File: src/rtl/move_scheduler.sv
// Move scheduler: arbitrates keyboard and auto-play move requests, issues one
// move at a time to the game over valid/ready, then holds off for a cooldown.
module move_scheduler #(
    parameter int COOLDOWN = 25000000,
    parameter int CNT_W    = 25
) (
    input  logic       clk,
    input  logic       rst,
    input  logic       kb_strobe,
    input  logic [1:0] kb_cmd,
    input  logic       auto_en,
    input  logic       auto_valid,
    input  logic [1:0] auto_cmd,
    output logic       auto_ready,
    output logic       mv_valid,
    output logic [1:0] mv_cmd,
    output logic       mv_src,
    input  logic       mv_ready,
    output logic       busy,
    output logic [7:0] drop_cnt
);

    typedef enum logic [1:0] {
        S_IDLE  = 2'd0,
        S_ISSUE = 2'd1,
        S_COOL  = 2'd2
    } state_t;

    localparam logic [CNT_W-1:0] COOL_LOAD =
        (COOLDOWN > 0) ? CNT_W'(COOLDOWN - 1) : '0;

    state_t           state_q, state_d;
    logic             pend_valid_q, pend_valid_d;
    logic [1:0]       pend_cmd_q, pend_cmd_d;
    logic [CNT_W-1:0] cnt_q, cnt_d;
    logic [1:0]       mv_cmd_q, mv_cmd_d;
    logic             mv_src_q, mv_src_d;
    logic [7:0]       drop_q, drop_d;

    logic kb_new;
    logic consume;

    assign kb_new     = kb_strobe && (kb_cmd != 2'd0);
    assign consume    = (state_q == S_IDLE) && pend_valid_q;
    assign auto_ready = (state_q == S_IDLE) && auto_en && !pend_valid_q;
    assign mv_valid   = (state_q == S_ISSUE);
    assign mv_cmd     = mv_cmd_q;
    assign mv_src     = mv_src_q;
    assign busy       = (state_q != S_IDLE);
    assign drop_cnt   = drop_q;

    always_comb begin
        state_d      = state_q;
        pend_valid_d = pend_valid_q;
        pend_cmd_d   = pend_cmd_q;
        cnt_d        = cnt_q;
        mv_cmd_d     = mv_cmd_q;
        mv_src_d     = mv_src_q;
        drop_d       = drop_q;

        // Newest key wins; a load in the same cycle as consumption is not a drop.
        if (kb_new) begin
            pend_cmd_d   = kb_cmd;
            pend_valid_d = 1'b1;
            if (pend_valid_q && !consume && (drop_q != 8'hFF)) begin
                drop_d = drop_q + 8'd1;
            end
        end else if (consume) begin
            pend_valid_d = 1'b0;
        end

        case (state_q)
            S_IDLE: begin
                if (pend_valid_q) begin
                    state_d  = S_ISSUE;
                    mv_cmd_d = pend_cmd_q;
                    mv_src_d = 1'b0;
                end else if (auto_ready && auto_valid && (auto_cmd != 2'd0)) begin
                    state_d  = S_ISSUE;
                    mv_cmd_d = auto_cmd;
                    mv_src_d = 1'b1;
                end
            end
            S_ISSUE: begin
                if (mv_ready) begin
                    if (COOLDOWN == 0) begin
                        state_d = S_IDLE;
                    end else begin
                        state_d = S_COOL;
                        cnt_d   = COOL_LOAD;
                    end
                end
            end
            S_COOL: begin
                if (cnt_q == '0) begin
                    state_d = S_IDLE;
                end else begin
                    cnt_d = cnt_q - 1'b1;
                end
            end
            default: begin
                state_d = S_IDLE;
            end
        endcase
    end

    always_ff @(posedge clk or negedge rst) begin
        if (!rst) begin
            state_q      <= S_IDLE;
            pend_valid_q <= 1'b0;
            pend_cmd_q   <= 2'd0;
            cnt_q        <= '0;
            mv_cmd_q     <= 2'd0;
            mv_src_q     <= 1'b0;
            drop_q       <= 8'd0;
        end else begin
            state_q      <= state_d;
            pend_valid_q <= pend_valid_d;
            pend_cmd_q   <= pend_cmd_d;
            cnt_q        <= cnt_d;
            mv_cmd_q     <= mv_cmd_d;
            mv_src_q     <= mv_src_d;
            drop_q       <= drop_d;
        end
    end

endmodule

File: config.mk
export PLATFORM = sky130hd
export DESIGN_NAME = move_scheduler
export DESIGN_NICKNAME = d
export VERILOG_FILES = /design/src/rtl/move_scheduler.sv
export SDC_FILE = /design/constraint.sdc
export NUM_CORES = 1
export LEC_CHECK = 0
export ABC_AREA = 1
export CAP_MARGIN = 20
export CORE_MARGIN = 1
export CORE_UTILIZATION = 45
export CTS_CLUSTER_SIZE = 14
export DETAILED_ROUTE_END_ITERATION = 10
export PLACE_DENSITY = 0.77
export SLEW_MARGIN = 30
export SYNTH_ARGS = -nofsm -noshare
export SYNTH_HDL_FRONTEND = slang
export SYNTH_SLANG_ARGS = --single-unit
File: constraint.sdc
create_clock -name clk -period 4.5 [get_ports clk]
set_input_delay 0.45 -clock clk [delete_from_list [all_inputs] [get_ports clk]]
set_output_delay 0.45 -clock clk [all_outputs]
set_load 0.02 [all_outputs]
==> impl_metrics.yaml <==
cells_and_area:
  finalCoreUtilization: 0.550
  postLayoutCellArea_mm2: 0.00288
  area_growth_pct: 14.3
  n_antenna_cell: 0
  fin_cells: 439
  drive_gt1_frac: 0.0976
  fin_nets: 381
  fill_cells: 511
critical_path:
  path_delay_family: "buffers and inverters"
  path_buf_inv: 3
  cp-start-kind: "flip-flop"
  critPathSlowestCell: "clkdlybuf4s50_1"
  reg2regPathDepth: 9
  endpoint: "auto_ready"
  crit_start: "state_q[1]$_DFFE_PN0P_"
  reg2reg_from: "cnt_q[0]$_DFFE_PN0P_"
  path_cells: "inv_1 > nand2_1 > inv_1 > nand2_1 > nor2_1 > clkdlybuf4s50_1"
  end_kind: "output port"
  reg2reg_slack_ps: 2620
  crit_type: "reg -> out"
  critical_path_depth: 6
  worst_r2r_endpoint: "cnt_q[22]$_DFFE_PN0P_"
  crit_arrival_ps: 1800
  crit_required_ps: 4050
  path_max_fanout: 3
  max_stage_delay_ps: 630
placement:
  placed_cell_area_mm2: 0.00279
  hpwl_mm: 3.91
  gp_congestion: 0.818
  port_buffers: 23
  dp.cells: 431
detailed_routing:
  antenna_left: 0
  drc: 0
  vias_per_cell: 5.04
  wl_per_cell_um: 12.2
  drt_first_pass_iters: 4
  drtIter0Drc: 104
  vias: 2214
  finalWirelength_mm: 5.35
clock_network:
  cts_buffers: 5
  cts.htree.levels: 2
  clk_latency_ps: 290
  ctsRootBufferMaster: "clkbuf_8"
  cts.path.max_buffers: 2
  cts_hold_buf: 0
  cts_resized: 0
  cts_tree: "yes"
  clkTransAtPathRegs_ps: 80
  cts_setup_buffers: 0
  clkSinkCount: 41
yosys:
  synth_compound_area_frac: 0.0616
  synthArstFlopShare: 1.00
  syn_avg_cell_area_um2: 7.34
  yosys.area_share.simple: 0.392
  synthXorXnorAreaFrac: 0.0348
  yosys_warnings: 0
  synth_top_area_share: 0.407
  synth_top_cell_by_area: "dfrtp_1"
  synth_area_leaders: "dfrtp_1 41%, nand2_1 16%, nand3_1 8.9%"
  yosysUniqueCellTypes: 29
  synth_top_family_by_area: "simple AND/OR/NAND/NOR gates"
  syn_area_mm2: 0.00252
  syn_nets: 356
  yosys.cell_count.top_type: "nand2_1"
  synth_edf_count: 0
  ys_ff_latch: 41
  synth_fa_ha_area_frac: 0.0149
  ys_seq_area_frac: 0.407
  synth_ff_type: "dfrtp_1"
  synthTopCellsByCount: "110 x nand2_1, 45 x nand3_1, 41 x dfrtp_1, 41 x nor2_1, 36 x inv_1"
  muxShareOfSynthArea: 0.0169
  netlist_instances: 343
sta:
  timing.fmax_mhz: 444
  setup_viol: 0
  final.period_utilization: 0.501
  rsz0062_at_grt: "false"
  tightest_slew_ps: 614
  fin_crit_ps: 2250
  hold_viol: 0
  slew_viol_final: 0
  tns_ps: 0
  slew_headroom: 0.590
  skew_ps: 7.58
floorplan:
  row_count: 26
  die_x_um: 76.8
  ios: 24
  die_area_mm2: 0.00590
  core_area_mm2: 0.00524
  initial_core_util: 0.481
  die_h_um: 76.8
global_routing:
  overflow: 0
  grt-busiest-layer: "met2"
  grt_pass1_vias: 2185
  grt_max_degree: 42
  use_met3: 0.0405
  antenna_found_initial: 0
  grt_pass1_wl_mm: 9.34
  gr-usage-met1: 0.239
  groute.usage.overall: 0.197
  grtUsageMet2: 0.341
outcome:
  status: "completed"
power:
  irDropWorstVdd_mv: 0.326
  p_leak_nw: 1.37
  powerDensity_mw_per_mm2: 572
job:
  cap_violations: 0
worst_hold_path:
  min-delay-path-class: "in -> async"
-- per-stage QoR --
stage | setup WS (ps) | power (W) | hold WS (ps)
after CTS | 2280 | 0.00166 | 323
after global placement | 2370 | 0.00139 | 454
final | 2250 | 0.00165 | 123
after floorplan | 2890 | 0.00120 | 154
after global routing | 2120 | 0.00179 | 168
after detailed placement | 2350 | 0.00142 | 464
-- power by group --
group	internal [W]	leakage, nW	total [W]	switching (W)
combinational	0.000281	0.829	0.000784	0.000503
sequential	0.000494	0.498	0.000627	0.000133
clock	0.000108	0.0450	0.000236	0.000128
total	0.000883	1.37	0.00165	0.000764
-- kinds of logic after synthesis --
logic type | after synthesis
simple gates | 222
buf+inv | 42
flops | 41
compound gates | 21
xor+xnor | 10
mux | 4
fa+ha+maj | 3
-- flip-flops by register name, summed over array words and instances (netlist names) --
| signal | cells |
|---|---|
| drop_cnt | 8 |
| pend_valid_q | 1 |
| mv_cmd | 2 |
| cnt_q | 25 |
| state_q | 2 |
| mv_src | 1 |
| pend_cmd_q | 2 |
-- layer usage --
metal | share of wire | vias up
li1 | - | 1136
met2 | 0.49 | 45
met1 | 0.45 | 1024
met3 | 0.045 | 9
met4 | 0.014 | 0
met5 | 0 | -
-- worst min-delay path by stage --
stage,endpoint,slack [ps],cells after the start
after floorplan,cnt_q[0]$_DFFE_PN0P_,150,0
after global placement,mv_src$_DFFE_PN0P_,450,2
after detailed placement,mv_src$_DFFE_PN0P_,460,2
after CTS,cnt_q[11]$_DFFE_PN0P_,320,1
after global routing,cnt_q[11]$_DFFE_PN0P_,170,1
final,cnt_q[11]$_DFFE_PN0P_,120,1
-- layout make-up --
class,count,area (um^2),area share
Multi-Input combinational cell,260,1320,0.457
Timing Repair Buffer,23,228,0.0791
Tap cell,70,87.6,0.0304
Inverter,37,139,0.0482
Sequential cell,41,1030,0.356
Clock inverter,2,10.0,0.00348
Clock buffer,6,72.6,0.0252
-- layout by cell type, fill, tap and decap left out, types with 2 or more instances in the layout --
cell type	count
o21ai_0	8
nand2_1	110
o21ai_2	9
nand3_1	45
clkbuf_8	5
mux2i_1	2
nor3_1	2
xor2_1	8
nor2_4	4
nand4_1	8
xnor2_1	2
nor2_2	6
ha_1	3
nor2_1	41
nand2_2	2
clkdlybuf4s50_1	22
clkinv_2	2
dfrtp_1	41
mux2_2	2
inv_1	36
No activity file was read; power rests on OpenSTA's default activity.
